<file path="src/rtl/buzzer_scheduler.sv">
// Buzzer pattern sequencer: turns answer/warn/time-over event pulses into timed
// beep patterns with fixed-priority preemption (TO > ANS > WARN) and pending queueing.
module buzzer_scheduler #(
    parameter int TICK_DIV  = 50000,
    parameter int ANS_ON    = 300,
    parameter int WARN_ON   = 100,
    parameter int TO_ON     = 200,
    parameter int TO_OFF    = 200,
    parameter int TO_REPEAT = 3,
    parameter int GAP       = 50,
    parameter int CW        = 16
) (
    input  logic       CLK,
    input  logic       RST,
    input  logic       Answer_Req,
    input  logic       Warn_Req,
    input  logic       TimeOver_Req,
    input  logic       Mute,
    output logic       Buzzer_Enable,
    output logic       Buzzer_TimeOver,
    output logic       Busy,
    output logic [1:0] Active_Src,
    output logic       Pattern_Done
);

    localparam int PW = (TICK_DIV > 1) ? $clog2(TICK_DIV) : 1;
    localparam logic [PW-1:0] PRE_LAST = PW'(TICK_DIV - 1);

    localparam logic [1:0] SRC_NONE = 2'd0;
    localparam logic [1:0] SRC_WARN = 2'd1;
    localparam logic [1:0] SRC_ANS  = 2'd2;
    localparam logic [1:0] SRC_TO   = 2'd3;

    typedef enum logic [1:0] {IDLE, ON, OFF, GUARD} state_t;

    state_t        state, state_n;
    logic [PW-1:0] pre, pre_n;
    logic [CW-1:0] tick, tick_n;
    logic [CW-1:0] beeps, beeps_n;
    logic [CW-1:0] cur_len;
    logic [1:0]    src, src_n;
    logic [2:0]    pend, pend_n;   // bit 2 = TO, bit 1 = ANS, bit 0 = WARN
    logic          tone_ans, tone_ans_n;
    logic          tone_to, tone_to_n;
    logic [2:0]    req, cand;
    logic [1:0]    grant;
    logic          phase_end, preempt;

    function automatic logic [2:0] lvl_mask(input logic [1:0] lvl);
        case (lvl)
            SRC_WARN: return 3'b001;
            SRC_ANS:  return 3'b010;
            SRC_TO:   return 3'b100;
            default:  return 3'b000;
        endcase
    endfunction

    function automatic logic [1:0] top_lvl(input logic [2:0] v);
        if (v[2])      return SRC_TO;
        else if (v[1]) return SRC_ANS;
        else if (v[0]) return SRC_WARN;
        else           return SRC_NONE;
    endfunction

    assign req     = {TimeOver_Req, Answer_Req, Warn_Req};
    assign cand    = pend | req;
    assign grant   = top_lvl(cand);
    assign preempt = top_lvl(req) > src;

    always_comb begin
        cur_len = '0;
        case (state)
            ON:      cur_len = (src == SRC_TO)  ? CW'(TO_ON)  :
                               (src == SRC_ANS) ? CW'(ANS_ON) : CW'(WARN_ON);
            OFF:     cur_len = CW'(TO_OFF);
            GUARD:   cur_len = CW'(GAP);
            default: cur_len = '0;
        endcase
    end

    // A zero-length phase still occupies one cycle.
    assign phase_end = (cur_len == '0) ||
                       ((pre == PRE_LAST) && (tick == cur_len - CW'(1)));

    always_comb begin
        state_n      = state;
        src_n        = src;
        beeps_n      = beeps;
        pend_n       = pend | (req & ~lvl_mask(src));
        Pattern_Done = 1'b0;
        if (pre == PRE_LAST) begin
            pre_n  = '0;
            tick_n = tick + CW'(1);
        end else begin
            pre_n  = pre + PW'(1);
            tick_n = tick;
        end

        case (state)
            IDLE: begin
                pre_n  = '0;
                tick_n = '0;
                if (cand != 3'b000) begin
                    src_n   = grant;
                    pend_n  = cand & ~lvl_mask(grant);
                    beeps_n = (grant == SRC_TO) ? CW'(TO_REPEAT) : CW'(1);
                    state_n = ON;
                end
            end
            ON: begin
                // Natural completion wins over a same-cycle preemption.
                if (phase_end && beeps <= CW'(1)) begin
                    Pattern_Done = 1'b1;
                    src_n        = SRC_NONE;
                    state_n      = GUARD;
                    pre_n        = '0;
                    tick_n       = '0;
                end else if (preempt) begin
                    src_n   = SRC_NONE;
                    state_n = GUARD;
                    pre_n   = '0;
                    tick_n  = '0;
                end else if (phase_end) begin
                    beeps_n = beeps - CW'(1);
                    state_n = OFF;
                    pre_n   = '0;
                    tick_n  = '0;
                end
            end
            OFF: begin
                if (preempt) begin
                    src_n   = SRC_NONE;
                    state_n = GUARD;
                    pre_n   = '0;
                    tick_n  = '0;
                end else if (phase_end) begin
                    state_n = ON;
                    pre_n   = '0;
                    tick_n  = '0;
                end
            end
            GUARD: begin
                if (phase_end) begin
                    state_n = IDLE;
                    pre_n   = '0;
                    tick_n  = '0;
                end
            end
            default: state_n = IDLE;
        endcase

        tone_ans_n = (state_n == ON) && (src_n == SRC_ANS);
        tone_to_n  = (state_n == ON) && ((src_n == SRC_TO) || (src_n == SRC_WARN));
    end

    always_ff @(posedge CLK or posedge RST) begin
        if (RST) begin
            state    <= IDLE;
            pre      <= '0;
            tick     <= '0;
            beeps    <= '0;
            src      <= SRC_NONE;
            pend     <= 3'b000;
            tone_ans <= 1'b0;
            tone_to  <= 1'b0;
        end else begin
            state    <= state_n;
            pre      <= pre_n;
            tick     <= tick_n;
            beeps    <= beeps_n;
            src      <= src_n;
            pend     <= pend_n;
            tone_ans <= tone_ans_n;
            tone_to  <= tone_to_n;
        end
    end

    assign Buzzer_Enable   = tone_ans & ~Mute;
    assign Buzzer_TimeOver = tone_to & ~Mute;
    assign Busy            = (state != IDLE);
    assign Active_Src      = src;

endmodule

</file>
<file path="config.mk">
export PLATFORM = sky130hd
export DESIGN_NAME = buzzer_scheduler
export DESIGN_NICKNAME = d
export VERILOG_FILES = /design/src/rtl/buzzer_scheduler.sv
export SDC_FILE = /design/constraint.sdc
export NUM_CORES = 1
export LEC_CHECK = 0
export BUFFER_PORTS_ARGS = -buffer_cell sky130_fd_sc_hd__buf_2
export CAP_MARGIN = 5
export CORE_UTILIZATION = 56
export CTS_CLUSTER_DIAMETER = 80
export DETAILED_ROUTE_END_ITERATION = 10
export PLACE_DENSITY_LB_ADDON = 0.25
export SLEW_MARGIN = 25
export SYNTH_ARGS = -nofsm -noshare
export SYNTH_HDL_FRONTEND = slang
export SYNTH_SLANG_ARGS = --single-unit
export TNS_END_PERCENT = 30
</file>
<file path="constraint.sdc">
create_clock -name CLK -period 3.7 [get_ports CLK]
set_input_delay 0.37 -clock CLK [delete_from_list [all_inputs] [get_ports CLK]]
set_output_delay 0.37 -clock CLK [all_outputs]
set_load 0.03 [all_outputs]
</file>
==> results_tabular.tex, run 1 <==
\begin{tabular}{lr}
\hline
Metric & Value \\
\hline
\multicolumn{2}{l}{\textbf{Global route}} \\
GRT Total Usage & 0.2438 \\
Initial antenna violation count & 0 \\
Total congestion overflow & 0 \\
Largest net degree at the start of global routing & 40 \\
Via count of the first global-routing pass & between 2000 and 3000 \\
Wire length of the first global-routing pass & 12.02 mm \\
\multicolumn{2}{l}{\textbf{Cells and area}} \\
Share of layout cells above drive strength 1 & 0.1439 \\
Synthesis-to-layout area growth & 13.45\% \\
Ant diodes & 0 \\
Utilization of the core after routing & 0.6582 \\
Layout net count & between 400 and 500 \\
\multicolumn{2}{l}{\textbf{Drt}} \\
Wirelength, routed & about 7.0 mm \\
Total number of vias & about 2700 \\
DR vias/cell & $\sim$5.6 \\
Violation count after the first detailed-routing iteration & $\sim$130 \\
Number of detailed-route iterations in the first pass & 4 \\
Routed wirelength normalized by instance count & $\sim$14 um \\
Residual DRC & 0 \\
Antenna-violating nets left & 0 \\
\multicolumn{2}{l}{\textbf{Clock network}} \\
Count of clock tree sinks & 57 \\
Number of H-tree levels & 3 \\
Number of CTS-inserted buffers & 9 \\
CTS tree & done \\
Buffer type at the clock tree root & clkbuf\_8 \\
Clk\_lat worst skew & around 340 ps \\
Hold-fix buffer count after cts & 0 \\
Clk buf depth & 2 \\
Clock transition time at the flip-flop clock pins of the worst setup and hold paths & approximately 80 ps \\
\multicolumn{2}{l}{\textbf{Outcome}} \\
Run status & completed \\
\multicolumn{2}{l}{\textbf{Critical path}} \\
Register-to-register path setup slack & around 210 ps \\
Cell chain of the critical path & inv\_2 -> ha\_1 -> nor2b\_4 -> nand2\_1 -> ha\_1 -> xor2\_1 -> nand2\_1 -> or4b\_4 -> a2111oi\_4 -> buf\_4 -> or2\_1 -> and3\_1 -> buf\_4 \\
Gate family responsible for the most delay along the worst path & simple AND/OR/NAND/NOR gates \\
Critical Path Source Type & flop \\
Class of the most critical setup path & flop to primary output \\
Critical path endpoint category & primary output \\
Arrival time at the worst endpoint & between 3000 and 4000 ps \\
Data required time at the worst endpoint & $\sim$3300 ps \\
Delay contributed by the slowest stage of the critical path & 550 ps \\
WP buf/inv & 3 \\
Slowest stage cell on the critical path & or4b\_4 \\
Worst-path maximum fanout & 4 \\
\multicolumn{2}{l}{\textbf{Die}} \\
Die width & 80.09 um \\
Initial core utilization & 0.5801 \\
Top Ports & 12 \\
Die height & between 80 and 90 um \\
Area of the core & around 5900 um\^{}2 \\
Site Rows & 28 \\
Die area & 6414 um\^{}2 \\
\multicolumn{2}{l}{\textbf{Synthesis}} \\
Predominant post-synthesis flop cell & dfrtp\_1 \\
Number of distinct library cell variants in the gate-level netlist after synthesis & 56 \\
Proportion of register bits with asynchronous set or reset after synthesis & 1.000 \\
Post-synthesis instance area & 3415 um\^{}2 \\
Total of flip-flops plus latches after synthesis & 57 \\
Sequential area share after synthesis & 0.4177 \\
Gate count of the mapped netlist & 379 \\
Number of flops mapped to enable cells by yosys & 0 \\
Avg Inst Size Synth & 9.009 um\^{}2 \\
Synth warnings & 0 \\
Post-synthesis net count & about 400 \\
\multicolumn{2}{l}{\textbf{STA}} \\
Headroom to the max-slew limit & 0.3910 \\
Minimum hold slack & 194.5 ps \\
Fraction of the cycle the final worst path needs & 0.9708 \\
Final number of max-transition violations & 0 \\
Shortest period the worst path allows & about 3600 ps \\
Total of endpoints with negative setup slack in the final report & 0 \\
Final clock skew & roughly 12 ps \\
Transition time of the tightest slew-check pin & 910.1 ps \\
Hold Vio Cnt, Final & 0 \\
Highest clock frequency the design can meet & approximately 0.28 GHz \\
\multicolumn{2}{l}{\textbf{Placement}} \\
Dpl hpwl & 4.716 mm \\
Weighted congestion at the end of routability-driven global placement & 0.8367 \\
Total of buffers placed on input and output ports & 11 \\
\multicolumn{2}{l}{\textbf{Run}} \\
Number of max-capacitance violations reported & 0 \\
\multicolumn{2}{l}{\textbf{Min path}} \\
Type of the tightest min-delay check & primary input to async pin \\
\multicolumn{2}{l}{\textbf{Power}} \\
Pleak & 0.001735 uW \\
Worst VDD drop & approximately 0.53 mV \\
Power density over the cells & 736.7 nW/um\^{}2 \\
\hline
\end{tabular}
==> area by class of cell <==
class | instances | area [um^2]
Fill cell | 499 | 2012
Multi-Input combinational cell | 294 | 1891
Sequential cell | 57 | 1428
Timing Repair Buffer | 26 | 170.2
Clock buffer | 9 | 123.9
Clock inverter | 7 | 103.9
Tap cell | 75 | 93.84
Inverter | 17 | 63.81
==> where the power goes <==
part	switching [uW]	internal, uW
Sequential	88.2	736
Clock	285	385
Combinational	843	516
==> through the flow <==
stage	std cells	setup TNS [ps]	setup WS, ps	total power [uW]	cell area (um^2)
floorplan	379	0	22.79	1811	3417
global placement	464	0	318.6	2099	3595
detailed placement	464	0	202.2	2121	3595
CTS	483	0	12.37	2823	3850
global route	485	-31.04	-23.95	3070	3874
finish	485	0	108.0	2854	3874
==> sequential cells by signal (all words and copies together) (netlist names) <==
name	count
pend	3
state	2
Active_Src	2
tone_ans	1
tone_to	1
beeps	16
pre	16
tick	16
==> synthesized netlist by cell type, types with 6 or more instances <==
library cell / count / area, um^2
nand2_1: 25 / 93.84
ha_1: 13 / 162.7
and3_1: 11 / 68.82
nand2b_1: 6 / 37.54
inv_1: 17 / 63.81
nor3_1: 12 / 60.06
a21oi_1: 11 / 55.05
clkbuf_1: 7 / 26.28
dfrtp_1: 57 / 1426
nand3_1: 13 / 65.06
nor2_1: 73 / 274.0
nand4_1: 6 / 37.54
xnor2_1: 20 / 175.2
o21ai_0: 11 / 55.05
nor4_1: 6 / 37.54
nor2b_1: 6 / 37.54
xor2_1: 25 / 219.0
==> path summary, 6_finish.rpt <==
path,from,to,cells past startpoint
min in group CLK,TimeOver_Req,pend[2],3
max,state[1],Pattern_Done,13
min reg2reg,pre[0],pre[0],1
min,RST,pre[14],2
max reg2reg,state[1],beeps[14],15
max in group asynchronous,RST,beeps[6],3
==> worst register-to-register path: cells and delay by family (launching register included) <==
family / cells / cell delay (ps)
AO/OA/AOI/OAI: 2 / 530
XOR/XNOR: 2 / 300
adder cells (fa/ha/maj): 2 / 460
buffers and inverters: 3 / 400
flip-flops: 1 / 420
AND/OR/NAND/NOR: 6 / 1200
==> routing by layer <==
metal / wire (um) / global-route usage
met1: 3358 / 0.3236
met2: 3295 / 0.3872
met3: 173 / 0.04318
met4: 159 / 0.1125
met5: 0 / 0
==> cells by family (layout without fill, tap and decap cells) <==
family          after synthesis  in the layout  synth area share
simple gates                182            182            0.2686
flops                        57             57            0.4177
mux                           3              3          0.009161
buf+inv                      28             59           0.03188
fa+ha+maj                    13             13           0.04764
compound gates               51             51            0.1096
xor+xnor                     45             45            0.1154
==> repair_timing <==
item                                    4_1_cts  5_1_grt
resized for setup                             2        3
endpoints found under the setup margin        1        4
pin swaps                                     0        0
setup buffers                                 3        2
==> cells in the final DEF (no fill, tap or decap), drive strengths merged, types with 3 or more instances in the layout <==
master  synthesis  layout
a21boi          3       3
a21oi          11      11
and3           11      11
and3b           3       3
buf             4      26
clkbuf          7       9
dfrtp          57      57
ha             13      13
inv            17      18
nand2          25      25
nand2b          6       6
nand3          13      13
nand4           7       7
nor2           73      73
nor2b           6       6
nor3           12      12
nor4            6       6
o21ai          12      12
or2             4       4
or3             3       3
xnor2          20      20
xor2           25      25
Note: power is estimated with default switching activity, not from simulation.
==> run 2, diff against run 1 <==
Settings changed: CORE_UTILIZATION 56 to 40.
==> run 2 against run 1 <==
Against the previous run:
- final cell count grew 5.8%
- global-route usage shrank 7.3 points
- non-clock buffer count shrank 2
- sequential power grew 0.6%
- largest cell class unchanged
==> results_tabular.tex, run 2 (synthesis results as in run 1) <==
\begin{tabular}{lr}
\hline
Metric & Value \\
\hline
\multicolumn{2}{l}{\textbf{Outcome}} \\
Run status & completed (unchanged) \\
\multicolumn{2}{l}{\textbf{Clock network}} \\
Count of clock tree sinks & 57 (unchanged) \\
Clk\_lat worst skew & 330 ps (was 340 ps) \\
Number of H-tree levels & 3 (unchanged) \\
Buffer type at the clock tree root & clkbuf\_8 (unchanged) \\
Clock transition time at the flip-flop clock pins of the worst setup and hold paths & 70 ps (was 80 ps) \\
CTS tree & done (unchanged) \\
Number of CTS-inserted buffers & 9 (unchanged) \\
Clk buf depth & 2 (unchanged) \\
\multicolumn{2}{l}{\textbf{Critical path}} \\
Worst-path maximum fanout & 5 (was 4) \\
Arrival time at the worst endpoint & 3200 ps (was 3220 ps) \\
Data required time at the worst endpoint & 3330 ps (about the same) \\
Class of the most critical setup path & flop to primary output (unchanged) \\
Critical path endpoint category & primary output (unchanged) \\
Critical Path Source Type & flop (unchanged) \\
\multicolumn{2}{l}{\textbf{Die}} \\
Top Ports & 12 (unchanged) \\
Area of the core & 8258 um\^{}2 (was 5886 um\^{}2) \\
Site Rows & 33 (was 28) \\
Die area & 8909 um\^{}2 (was 6414 um\^{}2) \\
Die height & 94.39 um (was 80.09 um) \\
Initial core utilization & 0.4135 (was 0.5801) \\
Die width & 94.39 um (was 80.09 um) \\
\multicolumn{2}{l}{\textbf{STA}} \\
Accumulated negative setup slack & 0 ps (unchanged) \\
Final number of max-transition violations & 0 (unchanged) \\
Headroom to the max-slew limit & 0.4259 (was 0.3910) \\
Highest clock frequency the design can meet & 0.2803 GHz (was 0.2784 GHz) \\
Total of endpoints with negative setup slack in the final report & 0 (unchanged) \\
Final clock skew & 7.770 ps (was 12.44 ps) \\
Shortest period the worst path allows & 3568 ps (was 3592 ps) \\
Transition time of the tightest slew-check pin & 858.1 ps (was 910.1 ps) \\
Hold Vio Cnt, Final & 0 (unchanged) \\
Fraction of the cycle the final worst path needs & 0.9642 (was 0.9708) \\
\multicolumn{2}{l}{\textbf{Power}} \\
Power density over the cells & 723.8 nW/um\^{}2 (was 736.7 nW/um\^{}2) \\
Pleak & 0.001726 uW (was 0.001735 uW) \\
Worst VDD drop & 0.2932 mV (was 0.5320 mV) \\
\multicolumn{2}{l}{\textbf{Run}} \\
Number of max-capacitance violations reported & 0 (unchanged) \\
\multicolumn{2}{l}{\textbf{Cells and area}} \\
Largest regs & beeps: 16 flops, pre: 16 flops, tick: 16 flops (unchanged) \\
Footprint of the multi-input gates & 1879 um\^{}2 (was 1891 um\^{}2) \\
Layout filler cell count & 820 (was 499) \\
Synthesis-to-layout area growth & 13.74\% (was 13.45\%) \\
Final cell area excluding filler cells & 3884 um\^{}2 (was 3874 um\^{}2) \\
Share of layout cells above drive strength 1 & 0.1348 (was 0.1439) \\
Layout net count & 422 (was 424) \\
Leading cell type in the layout, fill and taps excluded & nor2\_1 (unchanged) \\
Commonest cells after routing, fill and taps aside & 73 x nor2\_1, 56 x dfrtp\_1, 25 x nand2\_1, 25 x xor2\_1, 20 x xnor2\_1 (unchanged) \\
Sequential standard cell area & 1428 um\^{}2 (unchanged) \\
Ant diodes & 0 (unchanged) \\
\multicolumn{2}{l}{\textbf{Placement}} \\
Total of buffers placed on input and output ports & 11 (unchanged) \\
Total cell area at the placement stage & 3625 um\^{}2 (was 3595 um\^{}2) \\
Weighted congestion at the end of routability-driven global placement & 0.8239 (was 0.8367) \\
Dpl hpwl & 4.679 mm (was 4.716 mm) \\
\multicolumn{2}{l}{\textbf{Drt}} \\
Number of detailed-route iterations in the first pass & 5 (was 4) \\
Residual DRC & 0 (unchanged) \\
DR vias/cell & 5.222 (was 5.619) \\
Routed wirelength normalized by instance count & 13.19 um (was 14.41 um) \\
Total number of vias & 2679 (was 2725) \\
Antenna-violating nets left & 0 (unchanged) \\
Violation count after the first detailed-routing iteration & 74 (was 129) \\
Wirelength, routed & 6.767 mm (was 6.987 mm) \\
\multicolumn{2}{l}{\textbf{Global route}} \\
Via count of the first global-routing pass & 2598 (was 2686) \\
Total congestion overflow & 0 (unchanged) \\
Largest net degree at the start of global routing & 37 (was 40) \\
Initial antenna violation count & 0 (unchanged) \\
Wire length of the first global-routing pass & 11.83 mm (was 12.02 mm) \\
GRT Total Usage & 0.1709 (was 0.2438) \\
\multicolumn{2}{l}{\textbf{Min path}} \\
Type of the tightest min-delay check & primary input to async pin (unchanged) \\
\hline
\end{tabular}
run 2: power by group:
part	switching [uW]	internal [uW]	leakage, uW	total [uW]
clock network	253	413	0.000115	666
registers	92.1	736	0.000767	829
logic	813	504	0.000844	1320
run 2: per-layer routing:
layer  wire length [um]  vias up  global-route usage
met5                  0        -                   0
met3                217        8             0.04348
met1               3419     1274              0.2268
met2               3043       39              0.2693
li1                   -     1358                   -
met4                 87        0             0.06026
run 2: final timing paths:
path	startpoint	end	slack (ps)	cells after the start
hold reg to reg	pre[0]	pre[0]	470	1
min in group CLK	Warn_Req	pend[0]	360	3
setup reg to reg	state[1]	tone_ans	210	14
setup / recovery	state[1]	Pattern_Done	130	12
hold / removal	RST	beeps[8]	170	2
max in group asynchronous	RST	pre[15]	2750	3
run 2: cell type report:
cell class | instances | area share
clock buffer | 11 | 0.03898
timing repair buffer | 24 | 0.03930
sequential | 57 | 0.3676
inverter | 17 | 0.01643
clock inverter | 5 | 0.01997
tap | 105 | 0.03383
multi-input combinational | 294 | 0.4839
run 2: stage by stage:
step	std cells	hold WS, ps	total power (uW)	setup slack [ps]	util
after global routing	513	240.4	3046	-6.176	0.4703
after floorplan	379	425.1	1811	22.79	-
final	513	172.8	2811	132.3	0.4703
after CTS	510	195.2	2812	45.20	0.4676
after detailed placement	493	450.0	2124	84.69	0.4389
after global placement	493	442.9	2114	187.7	0.4389
run 2: timing repair:
| item | CTS | global route |
|---|---|---|
| pin swaps | 1 | 0 |
| resized for setup | 0 | 2 |
| setup buffers | 1 | 3 |
| hold buffers | 0 | 0 |
| endpoints found under the setup margin | 1 | 5 |
run 2: worst max-delay path, stage by stage (launching register included):
cell       delay, ps
dfrtp_1          440
inv_2            110
ha_1             160
nor2b_1          180
nand2_1           80
ha_1             290
xor2_1           140
nand2_1           60
or4b_1           570
a2111oi_4        330
or2_1            160
and3_1           160
buf_2            190
==> run 3, diff against run 2 <==
Settings changed: CORE_ASPECT_RATIO from default to 0.7, RECOVER_POWER from default to 25.
==> run 3 against run 2 <==
Against the previous run:
- sequential share of layout area decreased by 0.55 points
- worst hold slack improved by 190 ps
- highest routed layer unchanged
- critical path depth unchanged
- register-to-register slack improved by 90 ps
- global-route usage increased by 0.58 points
- die area about the same
==> results_tabular.tex, run 3 (synthesis results as in run 1) <==
\begin{tabular}{lr}
\hline
Metric & Value \\
\hline
\multicolumn{2}{l}{\textbf{Clock network}} \\
Clk\_lat worst skew & 320 ps (was 330 ps) \\
Clock transition time at the flip-flop clock pins of the worst setup and hold paths & 50 ps (was 70 ps) \\
Number of CTS-inserted buffers & 9 (unchanged) \\
CTS tree & done (unchanged) \\
Number of H-tree levels & 3 (unchanged) \\
Clk buf depth & 2 (unchanged) \\
Buffer type at the clock tree root & clkbuf\_16 (was clkbuf\_8) \\
Count of clock tree sinks & 57 (unchanged) \\
\multicolumn{2}{l}{\textbf{Critical path}} \\
Delay contributed by the slowest stage of the critical path & 560 ps (was 570 ps) \\
Worst R2R Start & state[0] (was state[1]) \\
First element of the critical path & state[0] (was state[1]) \\
Data required time at the worst endpoint & 3330 ps (about the same) \\
Critical Path Source Type & flop (unchanged) \\
Arrival time at the worst endpoint & 3130 ps (was 3200 ps) \\
FF-to-FF path depth & 14 (unchanged) \\
Register-to-register path setup slack & 300 ps (was 210 ps) \\
Critical path endpoint category & primary output (unchanged) \\
Class of the most critical setup path & flop to primary output (unchanged) \\
Cell chain of the critical path & inv\_1 -> ha\_1 -> nor2b\_2 -> nand2\_1 -> ha\_1 -> xor2\_1 -> nand2\_1 -> or4b\_1 -> a2111oi\_4 -> or2\_1 -> and3\_1 -> buf\_2 (was inv\_2 -> ha\_1 -> nor2b\_1 -> nand2\_1 -> ha\_1 -> xor2\_1 -> nand2\_1 -> or4b\_1 -> a2111oi\_4 -> or2\_1 -> and3\_1 -> buf\_2) \\
Crit path to & Pattern\_Done (unchanged) \\
Slowest stage cell on the critical path & or4b\_1 (unchanged) \\
Worst-path maximum fanout & 5 (unchanged) \\
Worst r2r dst & beeps[15] (was tone\_ans) \\
\multicolumn{2}{l}{\textbf{Cells and area}} \\
Commonest cells after routing, fill and taps aside & 73 x nor2\_1, 56 x dfrtp\_1, 25 x nand2\_1, 25 x xor2\_1, 20 x xnor2\_1 (unchanged) \\
Leading cell type in the layout, fill and taps excluded & nor2\_1 (unchanged) \\
Non-filler instance count after layout & 509 (was 513) \\
Largest regs & beeps: 16 flops, pre: 16 flops, tick: 16 flops (unchanged) \\
Layout net count & 423 (was 422) \\
Share of layout cells above drive strength 1 & 0.1324 (was 0.1348) \\
Synthesis-to-layout area growth & 15.46\% (was 13.74\%) \\
Ant diodes & 0 (unchanged) \\
Layout filler cell count & 749 (was 820) \\
\multicolumn{2}{l}{\textbf{STA}} \\
Fraction of the cycle the final worst path needs & 0.9470 (was 0.9642) \\
Total of endpoints with negative setup slack in the final report & 0 (unchanged) \\
Highest clock frequency the design can meet & 0.2854 GHz (was 0.2803 GHz) \\
Final number of max-transition violations & 0 (unchanged) \\
Headroom to the max-slew limit & 0.1890 (was 0.4259) \\
RSZ-0062 raised after global routing & no \\
Transition time of the tightest slew-check pin & 1215 ps (was 858.1 ps) \\
Worst setup slack after layout & 196.2 ps (was 132.3 ps) \\
Accumulated negative setup slack & 0 ps (unchanged) \\
Shortest period the worst path allows & 3504 ps (was 3568 ps) \\
Final clock skew & 5.825 ps (was 7.770 ps) \\
Hold Vio Cnt, Final & 0 (unchanged) \\
\multicolumn{2}{l}{\textbf{Drt}} \\
Residual DRC & 0 (unchanged) \\
Number of detailed-route iterations in the first pass & 4 (was 5) \\
Violation count after the first detailed-routing iteration & 132 (was 74) \\
Total number of vias & 2693 (was 2679) \\
DR vias/cell & 5.291 (was 5.222) \\
Routed wirelength normalized by instance count & 13.62 um (was 13.19 um) \\
Antenna-violating nets left & 0 (unchanged) \\
Wirelength, routed & 6.932 mm (was 6.767 mm) \\
\multicolumn{2}{l}{\textbf{Global route}} \\
Total congestion overflow & 0 (unchanged) \\
Via count of the first global-routing pass & 2546 (was 2598) \\
Initial antenna violation count & 0 (unchanged) \\
Largest net degree at the start of global routing & 33 (was 37) \\
GRT Total Usage & 0.1767 (was 0.1709) \\
Wire length of the first global-routing pass & 12.28 mm (was 11.83 mm) \\
\multicolumn{2}{l}{\textbf{Placement}} \\
Weighted congestion at the end of routability-driven global placement & 0.8051 (was 0.8239) \\
Total of buffers placed on input and output ports & 11 (unchanged) \\
Setup slack at placement & 118.7 ps (was 84.69 ps) \\
Dpl hpwl & 4.788 mm (was 4.679 mm) \\
Post-placement cell count & 491 (was 493) \\
\multicolumn{2}{l}{\textbf{Die}} \\
Area of the core & 8074 um\^{}2 (was 8258 um\^{}2) \\
Die width & 112.4 um (was 94.39 um) \\
Die height & 79.30 um (was 94.39 um) \\
Die area & 8916 um\^{}2 (was 8909 um\^{}2) \\
Site Rows & 27 (was 33) \\
Top Ports & 12 (unchanged) \\
Initial core utilization & 0.4229 (was 0.4135) \\
\multicolumn{2}{l}{\textbf{Min path}} \\
Type of the tightest min-delay check & primary input to flop (was primary input to async pin) \\
\multicolumn{2}{l}{\textbf{Run}} \\
Number of max-capacitance violations reported & 0 (unchanged) \\
\multicolumn{2}{l}{\textbf{Outcome}} \\
Run status & completed (unchanged) \\
\multicolumn{2}{l}{\textbf{Power}} \\
Worst VDD drop & 0.3159 mV (was 0.2932 mV) \\
Pleak & 0.001755 uW (was 0.001726 uW) \\
Power density over the cells & 748.4 nW/um\^{}2 (was 723.8 nW/um\^{}2) \\
\hline
\end{tabular}
## run 3: cell types whose count changed in the layout (fill, tap and decap cells not counted), sizes merged
| cell | previous run | this run |
|---|---|---|
| clkinv | 2 | 1 |
| clkbuf | 11 | 13 |
| buf | 24 | 25 |
| bufinv | 2 | 0 |
## run 3: layout make-up
class,count,area (um^2),area share
clock inverters,2,12.51,0.003174
inverters,17,63.81,0.01619
repair buffers,25,160.2,0.04062
clock buffers,13,270.3,0.06855
flip-flops and latches,57,1428,0.3621
well taps,101,126.4,0.03205
multi-input cells,294,1882,0.4773
## run 3: timing repair
| action | in CTS | in global routing |
|---|---|---|
| resized for setup | 0 | 2 |
| pin swaps | 0 | 1 |
| endpoints found under the setup margin | 1 | 5 |
| hold buffers | 0 | 0 |
| setup buffers | 3 | 0 |
## run 3: worst max-delay path, delay by kind of cell (launching register included)
kind | cells | cell delay [ps]
buf+inv | 2 | 260
flops | 1 | 400
simple gates | 6 | 1150
xor+xnor | 1 | 150
fa+ha+maj | 2 | 510
compound gates | 1 | 340
## run 3: where the power goes
| part | leakage, uW | internal [uW] | switching [uW] |
|---|---|---|---|
| registers | 0.000767 | 738 | 88.9 |
| logic | 0.000850 | 512 | 845 |
| clock network | 0.000138 | 502 | 265 |
| total | 0.00175 | 1750 | 1200 |
## run 3: worst min-delay path by stage
stage,from,to,cells past startpoint
floorplan,pre[0],pre[0],1
global placement,pre[0],pre[0],1
detailed placement,pre[0],pre[0],1
CTS,RST,beeps[1],2
global route,TimeOver_Req,pend[2],3
finish,TimeOver_Req,pend[2],3
## run 3: per-layer routing
metal  routed length (um)  vias up  track usage
li1                     -     1360            -
met1                 3760     1281       0.2578
met2                 2830       48       0.2441
met3                  301        4      0.05573
met4                   40        0      0.05733
met5                    0        -            0
## run 3: through the flow
stage / util / total power (uW) / hold WS, ps / instance area, um^2
2_1_floorplan: - / 1811 / 425.1 / 3417
3_3_place_gp: 0.4502 / 2137 / 439.1 / 3635
3_5_place_dp: 0.4502 / 2149 / 447.3 / 3635
4_1_cts: 0.4880 / 2967 / 168.4 / 3940
5_1_grt: 0.4883 / 3183 / 394.6 / 3943
6_report: 0.4883 / 2950 / 364.4 / 3943
